===== config.mk =====
export PLATFORM = sky130hd
export DESIGN_NAME = multicycle_datapath
export DESIGN_NICKNAME = d
export VERILOG_FILES = /design/src/rtl/datapath_pkg.sv /design/src/rtl/mc_ctrl_fsm.sv /design/src/rtl/multicycle_datapath.sv
export SDC_FILE = /design/constraint.sdc
export NUM_CORES = 2
export LEC_CHECK = 0
export CORE_MARGIN = 5
export CORE_UTILIZATION = 40
export CTS_BUF_LIST = sky130_fd_sc_hd__clkbuf_4
export CTS_CLUSTER_SIZE = 10
export DETAILED_ROUTE_END_ITERATION = 7
export HOLD_SLACK_MARGIN = 0.02
export PLACE_DENSITY = 0.64
export SETUP_SLACK_MARGIN = 0.02
export SKIP_LAST_GASP = 1
export SLEW_MARGIN = 10
export SYNTH_ARGS = -nofsm -noshare
export SYNTH_HDL_FRONTEND = slang
export SYNTH_SLANG_ARGS = --single-unit

===== constraint.sdc =====
create_clock -name clk -period 5.8 [get_ports clk]
set_input_delay 1.45 -clock clk [delete_from_list [all_inputs] [get_ports clk]]
set_output_delay 1.45 -clock clk [all_outputs]
set_load 0.01 [all_outputs]

===== src/rtl/datapath_pkg.sv =====
// Shared types and constants for the multicycle RV32I datapath: FSM states,
// major opcodes, ALU operation encodings and the immediate decoder.
package datapath_pkg;

  typedef enum logic [2:0] {
    S_FETCH,
    S_DECODE,
    S_EXEC,
    S_MEM,
    S_WB
  } state_t;

  localparam logic [6:0] OP_LUI    = 7'b0110111;
  localparam logic [6:0] OP_AUIPC  = 7'b0010111;
  localparam logic [6:0] OP_JAL    = 7'b1101111;
  localparam logic [6:0] OP_JALR   = 7'b1100111;
  localparam logic [6:0] OP_BRANCH = 7'b1100011;
  localparam logic [6:0] OP_LOAD   = 7'b0000011;
  localparam logic [6:0] OP_STORE  = 7'b0100011;
  localparam logic [6:0] OP_IMM    = 7'b0010011;
  localparam logic [6:0] OP_REG    = 7'b0110011;

  localparam logic [3:0] ALU_ADD  = 4'd0;
  localparam logic [3:0] ALU_SUB  = 4'd1;
  localparam logic [3:0] ALU_SLL  = 4'd2;
  localparam logic [3:0] ALU_SLT  = 4'd3;
  localparam logic [3:0] ALU_SLTU = 4'd4;
  localparam logic [3:0] ALU_XOR  = 4'd5;
  localparam logic [3:0] ALU_SRL  = 4'd6;
  localparam logic [3:0] ALU_SRA  = 4'd7;
  localparam logic [3:0] ALU_OR   = 4'd8;
  localparam logic [3:0] ALU_AND  = 4'd9;

  // Sign-extended 32-bit immediate; I-format is the fallback for everything else.
  function automatic logic [31:0] imm_decode(input logic [31:0] ir);
    logic [31:0] imm;
    case (ir[6:0])
      OP_STORE:         imm = {{20{ir[31]}}, ir[31:25], ir[11:7]};
      OP_BRANCH:        imm = {{19{ir[31]}}, ir[31], ir[7], ir[30:25], ir[11:8], 1'b0};
      OP_LUI, OP_AUIPC: imm = {ir[31:12], 12'b0};
      OP_JAL:           imm = {{11{ir[31]}}, ir[31], ir[19:12], ir[20], ir[30:21], 1'b0};
      default:          imm = {{20{ir[31]}}, ir[31:20]};
    endcase
    return imm;
  endfunction

endpackage


===== src/rtl/mc_ctrl_fsm.sv =====
// Sequencer for the multicycle datapath: owns the state register, the
// registered memory request strobes and the per-state write enables.
module mc_ctrl_fsm
  import datapath_pkg::*;
(
  input  logic   clk,
  input  logic   rst,
  input  logic   imem_ready,
  input  logic   dmem_ready,
  input  logic   mem_op,
  input  logic   mem_write,
  input  logic   cond_branch,
  output state_t state,
  output logic   imem_req,
  output logic   dmem_req,
  output logic   dmem_we,
  output logic   instr_retired,
  output logic   pc_write,
  output logic   ir_write,
  output logic   mdr_write
);

  state_t state_reg, state_next;
  logic   imem_req_reg, dmem_req_reg, dmem_we_reg, retired_reg;
  logic   imem_done, dmem_done;

  // A ready seen while our request is low is not a handshake.
  assign imem_done = (state_reg == S_FETCH) && imem_req_reg && imem_ready;
  assign dmem_done = (state_reg == S_MEM) && dmem_req_reg && dmem_ready;

  always_comb begin
    state_next = state_reg;
    pc_write   = 1'b0;
    ir_write   = 1'b0;
    mdr_write  = 1'b0;
    case (state_reg)
      S_FETCH: begin
        if (imem_done) begin
          ir_write   = 1'b1;
          state_next = S_DECODE;
        end
      end
      S_DECODE: state_next = S_EXEC;
      S_EXEC: begin
        if (mem_op) begin
          state_next = S_MEM;
        end else if (cond_branch) begin
          pc_write   = 1'b1;
          state_next = S_FETCH;
        end else begin
          state_next = S_WB;
        end
      end
      S_MEM: begin
        if (dmem_done) begin
          if (mem_write) begin
            pc_write   = 1'b1;
            state_next = S_FETCH;
          end else begin
            mdr_write  = 1'b1;
            state_next = S_WB;
          end
        end
      end
      S_WB: begin
        pc_write   = 1'b1;
        state_next = S_FETCH;
      end
      default: state_next = S_FETCH;
    endcase
  end

  // Strobes are registered from the next state so they hold steady through wait states.
  always_ff @(posedge clk) begin
    if (rst) begin
      state_reg    <= S_FETCH;
      imem_req_reg <= 1'b0;
      dmem_req_reg <= 1'b0;
      dmem_we_reg  <= 1'b0;
      retired_reg  <= 1'b0;
    end else begin
      state_reg    <= state_next;
      imem_req_reg <= (state_next == S_FETCH);
      dmem_req_reg <= (state_next == S_MEM);
      dmem_we_reg  <= (state_next == S_MEM) && mem_write;
      retired_reg  <= pc_write;
    end
  end

  assign state         = state_reg;
  assign imem_req      = imem_req_reg;
  assign dmem_req      = dmem_req_reg;
  assign dmem_we       = dmem_we_reg;
  assign instr_retired = retired_reg;

endmodule


===== src/rtl/multicycle_datapath.sv =====
// Multicycle RV32I datapath: IR/A/B/IMM/ALUOut/MDR staging registers, register
// file, ALU and branch compare, sequenced by mc_ctrl_fsm under external decode.
module multicycle_datapath
  import datapath_pkg::*;
#(
  parameter int               XLEN     = 32,
  parameter int               ROM_AW   = 8,
  parameter logic [XLEN-1:0]  RESET_PC = '0
) (
  input  logic              clk,
  input  logic              rst,
  input  logic [31:0]       instr,
  output logic              imem_req,
  input  logic              imem_ready,
  output logic [ROM_AW-1:0] rom_addr,
  input  logic              MemtoReg,
  input  logic              ALUSrc,
  input  logic              RegWrite,
  input  logic              lui,
  input  logic              U_type,
  input  logic              jal,
  input  logic              jalr,
  input  logic              beq,
  input  logic              bne,
  input  logic              blt,
  input  logic              bge,
  input  logic              bltu,
  input  logic              bgeu,
  input  logic              MemRead,
  input  logic              MemWrite,
  input  logic [3:0]        ALUctl,
  output logic [6:0]        opcode,
  output logic [2:0]        func3,
  output logic              func7,
  output logic              dmem_req,
  output logic              dmem_we,
  input  logic              dmem_ready,
  output logic [XLEN-1:0]   ALU_result,
  output logic [XLEN-1:0]   Wr_mem_data,
  input  logic [XLEN-1:0]   Rd_mem_data,
  output logic              instr_retired,
  output logic [XLEN-1:0]   pc
);

  localparam int SHW = $clog2(XLEN);

  state_t          state;
  logic            pc_write, ir_write, mdr_write;
  logic [31:0]     ir_reg;
  logic [XLEN-1:0] pc_reg, pcn_reg, a_reg, b_reg, imm_reg, alu_out_reg, mdr_reg;
  logic [XLEN-1:0] rf [32];
  logic [4:0]      rs1, rs2, rd;
  logic [XLEN-1:0] rs1_data, rs2_data, imm_ext, alu_b, alu_y;
  logic [XLEN-1:0] pc_plus_imm, pc_next, wb_data;
  logic [SHW-1:0]  shamt;
  logic            cond_branch, br_eq, br_lt, br_ltu, br_taken, rf_write;

  assign cond_branch = beq | bne | blt | bge | bltu | bgeu;

  mc_ctrl_fsm u_ctrl (
    .clk          (clk),
    .rst          (rst),
    .imem_ready   (imem_ready),
    .dmem_ready   (dmem_ready),
    .mem_op       (MemRead | MemWrite),
    .mem_write    (MemWrite),
    .cond_branch  (cond_branch),
    .state        (state),
    .imem_req     (imem_req),
    .dmem_req     (dmem_req),
    .dmem_we      (dmem_we),
    .instr_retired(instr_retired),
    .pc_write     (pc_write),
    .ir_write     (ir_write),
    .mdr_write    (mdr_write)
  );

  assign rs1      = ir_reg[19:15];
  assign rs2      = ir_reg[24:20];
  assign rd       = ir_reg[11:7];
  assign rs1_data = (rs1 == 5'd0) ? '0 : rf[rs1];
  assign rs2_data = (rs2 == 5'd0) ? '0 : rf[rs2];
  assign imm_ext  = XLEN'($signed(imm_decode(ir_reg)));

  assign alu_b = ALUSrc ? imm_reg : b_reg;
  assign shamt = alu_b[SHW-1:0];

  always_comb begin
    alu_y = '0;
    case (ALUctl)
      ALU_ADD:  alu_y = a_reg + alu_b;
      ALU_SUB:  alu_y = a_reg - alu_b;
      ALU_SLL:  alu_y = a_reg << shamt;
      ALU_SLT:  alu_y = XLEN'($signed(a_reg) < $signed(alu_b));
      ALU_SLTU: alu_y = XLEN'(a_reg < alu_b);
      ALU_XOR:  alu_y = a_reg ^ alu_b;
      ALU_SRL:  alu_y = a_reg >> shamt;
      ALU_SRA:  alu_y = $signed(a_reg) >>> shamt;
      ALU_OR:   alu_y = a_reg | alu_b;
      ALU_AND:  alu_y = a_reg & alu_b;
      default:  alu_y = '0;
    endcase
  end

  // Branch outcome is only consumed in EXEC, where A/B hold this instruction's operands.
  assign br_eq    = (a_reg == b_reg);
  assign br_lt    = ($signed(a_reg) < $signed(b_reg));
  assign br_ltu   = (a_reg < b_reg);
  assign br_taken = (beq & br_eq) | (bne & ~br_eq) | (blt & br_lt) |
                    (bge & ~br_lt) | (bltu & br_ltu) | (bgeu & ~br_ltu);

  assign pc_plus_imm = pc_reg + imm_reg;

  always_comb begin
    if (jalr)
      pc_next = {alu_out_reg[XLEN-1:1], 1'b0};
    else if (jal || (cond_branch && br_taken))
      pc_next = pc_plus_imm;
    else
      pc_next = pcn_reg;
  end

  always_comb begin
    if (U_type)
      wb_data = lui ? imm_reg : pc_plus_imm;
    else if (jal || jalr)
      wb_data = pcn_reg;
    else
      wb_data = MemtoReg ? mdr_reg : alu_out_reg;
  end

  always_ff @(posedge clk) begin
    if (rst) begin
      pc_reg      <= RESET_PC;
      pcn_reg     <= '0;
      ir_reg      <= '0;
      a_reg       <= '0;
      b_reg       <= '0;
      imm_reg     <= '0;
      alu_out_reg <= '0;
      mdr_reg     <= '0;
    end else begin
      if (ir_write) begin
        ir_reg  <= instr;
        pcn_reg <= pc_reg + XLEN'(4);
      end
      if (state == S_DECODE) begin
        a_reg   <= rs1_data;
        b_reg   <= rs2_data;
        imm_reg <= imm_ext;
      end
      if (state == S_EXEC) alu_out_reg <= alu_y;
      if (mdr_write) mdr_reg <= Rd_mem_data;
      if (pc_write) pc_reg <= pc_next;
    end
  end

  // x0 is never stored; reads of it are forced to zero above.
  assign rf_write = (state == S_WB) && RegWrite && !rst && (rd != 5'd0);

  always_ff @(posedge clk) begin
    if (rf_write) rf[rd] <= wb_data;
  end

  assign opcode      = ir_reg[6:0];
  assign func3       = ir_reg[14:12];
  assign func7       = ir_reg[30];
  assign ALU_result  = alu_out_reg;
  assign Wr_mem_data = b_reg;
  assign pc          = pc_reg;
  assign rom_addr    = pc_reg[ROM_AW+1:2];

endmodule


# After elaboration in Yosys (flattened, before gate mapping)
# Memories as Yosys holds them, arrays and structs flattened. A register that Yosys moved wholly into a read port is not among the register bits.
# Cells that the tools add are included.
dict set report classes {
  muxes 33
  order_cmp 4
  shifts 3
  n_addsub 4
  n_reduce_logical 19
  n_eq_ne 20
  n_bitwise 23
}
# op n
set ops {}
lappend ops {{$pmux W32 S10} 1}
lappend ops {{$mux W32} 9}
lappend ops {{$lt A32 B32 Y1} 4}
lappend ops {{$pmux W31 S4} 1}
lappend ops {{$add A32 B32 Y32} 2}
lappend ops {{$add A32 B3 Y32 const B} 1}
lappend ops {{$and A32 B32 Y32} 1}
lappend ops {{$eq A32 B32 Y1} 1}
lappend ops {{$or A32 B32 Y32} 1}
lappend ops {{$shl A32 B5 Y32} 1}
lappend ops {{$shr A32 B5 Y32} 1}
lappend ops {{$sshr A32 B5 Y32} 1}
lappend ops {{$sub A32 B32 Y32} 1}
lappend ops {{$xor A32 B32 Y32} 1}
lappend ops {{$mux W5} 4}
lappend ops {{$eq A4 B3 Y1 const B} 4}
lappend ops {{$mux W3} 5}
lappend ops {{$eq A7 B6 Y1 const B} 2}
lappend ops {{$eq A7 B7 Y1 const B} 2}
lappend ops {{$pmux W3 S4} 1}
lappend ops {{$mux W1} 11}
lappend ops {{$or A1 B1 Y1} 11}
lappend ops {{$logic_not A5 Y1} 2}
lappend ops {{$eq A3 B2 Y1 const B} 3}
lappend ops {{other kinds (16)} 35}
dict set report word_totals {
  register_bits 263
  in_bits 87
  memories 1
  wordCells 120
  ramBits 1024
}
# memory words word_bits rd rd_ports_with_merged_regs wr line
set memory_table {}
lappend memory_table {rf 32 32 2 2 1 multicycle_datapath.sv:51} ;# logic [XLEN-1:0] rf [32];

# Longest topological paths before layout
dict set report logic_depth {
  depth_word 12
  ltp_mapped 19
}

# Hierarchy
# A second synthesis with hierarchy kept.
dict set report hier_totals {
  cells_unflattened 5119
  hier_area_um2 70453.8
}
# mod seq_area_each_um2 cells_each area_per_inst_um2 instances
set by_module_without_submodules {}
lappend by_module_without_submodules {multicycle_datapath 36074.6 5085 70127.3 1}
lappend by_module_without_submodules {mc_ctrl_fsm 140.1 34 326.6 1}

# Worst setup path before layout
# OpenSTA, ideal clock, no wires.
dict set report synth_timing {
  kind {input-to-reg}
  startpoint {input port ALUSrc}
  endpoint {register alu_out_reg[20] (netlist: ALU_result[20])}
  arrival_time_ps 5208
  setup_slack_ps 466
  path_stages 18
  setup_ps 126
  n_path_buf 6
  path_cell_list {buf_2 buf_2 o21a_1 clkbuf_1 clkbuf_1 clkbuf_1 ha_1 clkbuf_1 and3_1 a221oi_2 a21oi_1 o41a_1 a221o_1 nand4_1 o21ai_0 a311o_1 a21oi_1 o21ai_1}
}
dict set report synth_via {
  elab_chain_cells 3
  word_cells_on_any_way 10
  classes_between {2 x add/sub; 3 x shift; 2 x mux; 3 x bitwise}
}
# element line
set synth_rtl {}
lappend synth_rtl {{start, declared} multicycle_datapath.sv:17} ;# input logic ALUSrc,
lappend synth_rtl {{$mux W32 *} multicycle_datapath.sv:85} ;# assign alu_b = ALUSrc ? imm_reg : b_reg;
lappend synth_rtl {{$sub A32 B32 Y32, or another cell as far along} multicycle_datapath.sv:92} ;# ALU_SUB: alu_y = a_reg - alu_b;
lappend synth_rtl {{$pmux W32 S10 *} multicycle_datapath.sv:90} ;# case (ALUctl)
lappend synth_rtl {{end signal, assigned} multicycle_datapath.sv:152} ;# if (state == S_EXEC) alu_out_reg <= alu_y;
lappend synth_rtl {{end, declared} multicycle_datapath.sv:50} ;# logic [XLEN-1:0] pc_reg, pcn_reg, a_reg, b_reg, imm_reg, alu_out_reg, mdr_reg;
# Every way passes the cells marked *; elsewhere a longest branch is shown, timed or not.
# A chain may end at the register's enable or synchronous reset.

# Final worst setup path
dict set report layout_timing {
  startpoint {register b_reg[22] (netlist: Wr_mem_data[22])}
  endpoint {register pc_reg[21] (netlist: pc[21])}
}
dict set report layout_via {
  elab_chain_cells 12
  word_cells_on_any_way 21
  classes_between {2 x order compare; 1 x eq/ne; 2 x mux; 14 x bitwise; 2 x reduce/logical}
}
# element line
set layout_rtl {}
lappend layout_rtl {{start, declared} multicycle_datapath.sv:50}
lappend layout_rtl {{start signal, assigned} multicycle_datapath.sv:149} ;# b_reg <= rs2_data;
lappend layout_rtl {{parallel branches: the longest is 7 deep, another holds $lt A32 B32 Y1} -}
lappend layout_rtl {{$or A1 B1 Y1 *} multicycle_datapath.sv:110} ;# (bge & ~br_lt) | (bltu & br_ltu) | (bgeu & ~br_ltu);
lappend layout_rtl {{$logic_and A1 B1 Y1 *} multicycle_datapath.sv:117} ;# else if (jal || (cond_branch && br_taken))
lappend layout_rtl {{$logic_or A1 B1 Y1 *} multicycle_datapath.sv:117}
lappend layout_rtl {{$mux W32 *} multicycle_datapath.sv:117}
lappend layout_rtl {{$mux W32 *} multicycle_datapath.sv:115} ;# if (jalr)
lappend layout_rtl {{end signal, assigned} multicycle_datapath.sv:154} ;# if (pc_write) pc_reg <= pc_next;
lappend layout_rtl {{end, declared} multicycle_datapath.sv:50}
# Mark *: on every way between the ends.

==> impl_metrics.toml <==
[sta]
max_freq_mhz = 217.0
tightest_slew_ns = 1.280
final.setup.worst_slack_ns = 1.191
relSlewSlack_pct = 14.64
hold_viol_final = 0
setup_tns_ns = 0
setup_viol = 0
fin_skew_ns = 0.1598
finalCriticalPeriod_ns = 4.609
hold_ws_ns = 0.4582
drv_slew = 0
grt_setup_unrepaired = "false"
min_period_over_period_pct = 79.47

[logic_synthesis]
async_reset_ff_share_pct = 0
synthMuxAreaShare_pct = 24.71
synth_xor_area_share_pct = 0.8184
synth_ff_type = "edfxtp_1"
synth_area_per_cell_sq_um = 13.55
yosysWarnings = 0
synth_edf_count = 1024
syn_area_sq_um = 69570
yosysMostFrequentCell = "edfxtp_1"
synth_top_cell_by_area = "edfxtp_1"
netlist_instances = 5134
synth_cell_types = 84
synth_top_family_by_area = "multiplexers"
ys_seq_elements = 1297
synth-compound-area-share_pct = 9.403
ys_top_cells_by_count = "1,024 x edfxtp_1, 646 x mux4_2, 457 x nor2_1, 413 x a21oi_1, 380 x nand2_1"
synth_area_leaders = "edfxtp_1 44%, mux4_2 21%, dfxtp_1 7.9%"
synth_top_area_share_pct = 44.20
synth-seq-area-share_pct = 52.06
synth_simple_gate_area_share_pct = 6.835
synth_fa_ha_area_share_pct = 2.982

[critical_path]
r2r-start = "Wr_mem_data[22]$_SDFFE_PP0P_"
arrival_ns = 5.82
slowest_delay_ns = 0.73
path_cells = "inv_1 -> ha_1 -> a211oi_1 -> o211ai_1 -> o221a_2 -> nor2_1 -> a2bb2oi_1 -> mux2i_1 -> nand4b_1 -> buf_4 -> mux2_2 -> o21ai_0 -> a22o_1"
worstSetupStartpointType = "register"
cpMaxStageDelayCell = "dfxtp_1"
path_max_fanout = 36
crit_start = "Wr_mem_data[22]$_SDFFE_PP0P_"
r2r_slack_ns = 1.19
cp.depth = 13
r2r-end = "pc[21]$_SDFFE_PP0P_"
worst-setup-path-type = "reg2reg"
critPathBufInv = 2
rr_worst_depth = 13
path_delay_family = "compound AO/OA/AOI/OAI gates"
worstPathRequired_ns = 7.01
crit_path_end_kind = "register"

[power]
power.density_nw_per_um2 = 267.1
leakage_nw = 26.54
max-vdd-ir-drop_v = 0.0002211

[grt]
grt_max_degree = 149
antenna_found_initial = 7
grt_pass1_vias = 49920
grt_pass1_wl_um = 362000
grt_remaining_overflow = 0
grt_usage_pct = 27.66

[hold_path]
min_path_type = "reg2reg"
worstHoldStart = "mdr_reg[14]$_SDFFE_PP0P_"
hold_depth = 2
min_to = "mdr_reg[14]$_SDFFE_PP0P_"

[detailed_routing]
vias = 50690
drtAntennaViolNets = 0
drt_iter0_drc = 6008
post_drt_via_cell_ratio = 6.244
dr.pass1.iters = 6
route.detailed.drc = 0
wl_per_cell_um = 31.51
wirelength_um = 255800

[clock_tree]
h-tree-depth = 5
clk_latency_ns = 1.38
clkSinkCount = 1297
holdBufCountCts = 0
clockBufferDepth = 4
cts_tree = "built"
clk_pin_slew_ns = 0.07
cts_buffers = 352
root_buffer = "clkbuf_4"
postCtsSetupBuffers = 0
cts_resized = 0

[final_layout]
drive_above_1_share_pct = 26.17
fin_util_pct = 46.11
largest_reg_flops = 1024
finalInstanceArea_sq_um = 79980
multi_input_area_sq_um = 31770
nets = 5792
register_area_sq_um = 36250
filler_cell_count = 15500
top_register = "rf"
syn_to_final_growth_pct = 14.97

[place]
pre_cts_ws_ns = 0.4259
placed_area_sq_um = 75830
hpwl_um = 168900
gp_congestion = 1.015
io_buffers = 205

[floorplan]
core_sq_um = 173400
rows = 153
die_w_um = 427.0
die_h_um = 427.0
dieArea_sq_um = 182400
initial_core_util_pct = 40.11
io-pin-count = 206

[run]
max-cap-violations = 0

[status]
outcome = "finished, final reports clean"
-- cell type report --
| class | instances | area share (%) |
|---|---|---|
| Sequential cell | 1297 | 45.32 |
| Multi-Input combinational cell | 3305 | 39.72 |
| Timing Repair Buffer | 421 | 5.364 |
| Clock buffer | 485 | 4.552 |
| Tap cell | 2325 | 3.637 |
| Inverter | 164 | 0.7697 |
| Clock inverter | 110 | 0.6023 |
| Antenna cell | 11 | 0.03442 |
-- worst max-delay path by stage --
stage / endpoint
floorplan: ALU_result[20]$_SDFFE_PP0N_
global placement: ALU_result[0]$_SDFFE_PP0N_
detailed placement: ALU_result[0]$_SDFFE_PP0N_
CTS: rf[1][28]$_DFFE_PP_
global route: rf[23][28]$_DFFE_PP_
finish: pc[21]$_SDFFE_PP0P_
-- per-layer routing --
layer | track usage (%) | vias up | share of wire, %
met5 | 0 | - | 0.0051
met3 | 5.590 | 581 | 9.9
met4 | 16.43 | 2 | 6.8
li1 | - | 21240 | -
met2 | 43.47 | 2986 | 46
met1 | 35.64 | 25880 | 37
-- cell usage in the layout, fill, tap and decap left out, types with 33 or more instances in the layout --
| master | instances |
|---|---|
| nand2_1 | 378 |
| buf_4 | 166 |
| clkbuf_4 | 485 |
| nor2_1 | 421 |
| mux4_2 | 646 |
| o21a_1 | 41 |
| clkdlybuf4s50_1 | 199 |
| mux2i_1 | 228 |
| nand3_1 | 65 |
| a221oi_1 | 43 |
| a211oi_1 | 58 |
| nor2_4 | 33 |
| a21oi_1 | 390 |
| inv_1 | 162 |
| dfxtp_1 | 263 |
| buf_12 | 51 |
| clkinv_1 | 92 |
| a22o_1 | 37 |
| ha_1 | 161 |
| xor2_1 | 36 |
| o21ai_0 | 180 |
| nor3_1 | 38 |
| edfxtp_1 | 1024 |
-- worst register-to-register path: stages (launching register included) --
cell and delay, ns:
dfxtp_1 0.73, inv_1 0.28, ha_1 0.30, a211oi_1 0.26, o211ai_1 0.14, o221a_2 0.31
nor2_1 0.14, a2bb2oi_1 0.61, mux2i_1 0.17, nand4b_1 0.14, buf_4 0.53, mux2_2 0.48
o21ai_0 0.22, a22o_1 0.16
-- where the power goes --
group	internal, mW	switching, mW	leakage (nW)
Combinational	1.23	1.86	12.5
Sequential	10.2	0.227	11.6
Clock	3.93	3.90	2.46
Total	15.4	5.99	26.5
-- cells by family after synthesis --
| family | Yosys count |
|---|---|
| mux | 905 |
| fa+ha+maj | 164 |
| flops | 1297 |
| compound gates | 1034 |
| simple gates | 1105 |
| buf+inv | 563 |
| other cells | 1 |
| xor+xnor | 65 |
-- through the flow --
step	instances	total power, mW
6_report	8118	21.36
5_1_grt	8110	22.25
4_1_cts	8107	21.50
3_5_place_dp	7512	13.69
3_3_place_gp	7512	13.67
2_1_floorplan	5165	12.45
No activity file was read; power rests on OpenSTA's default activity.
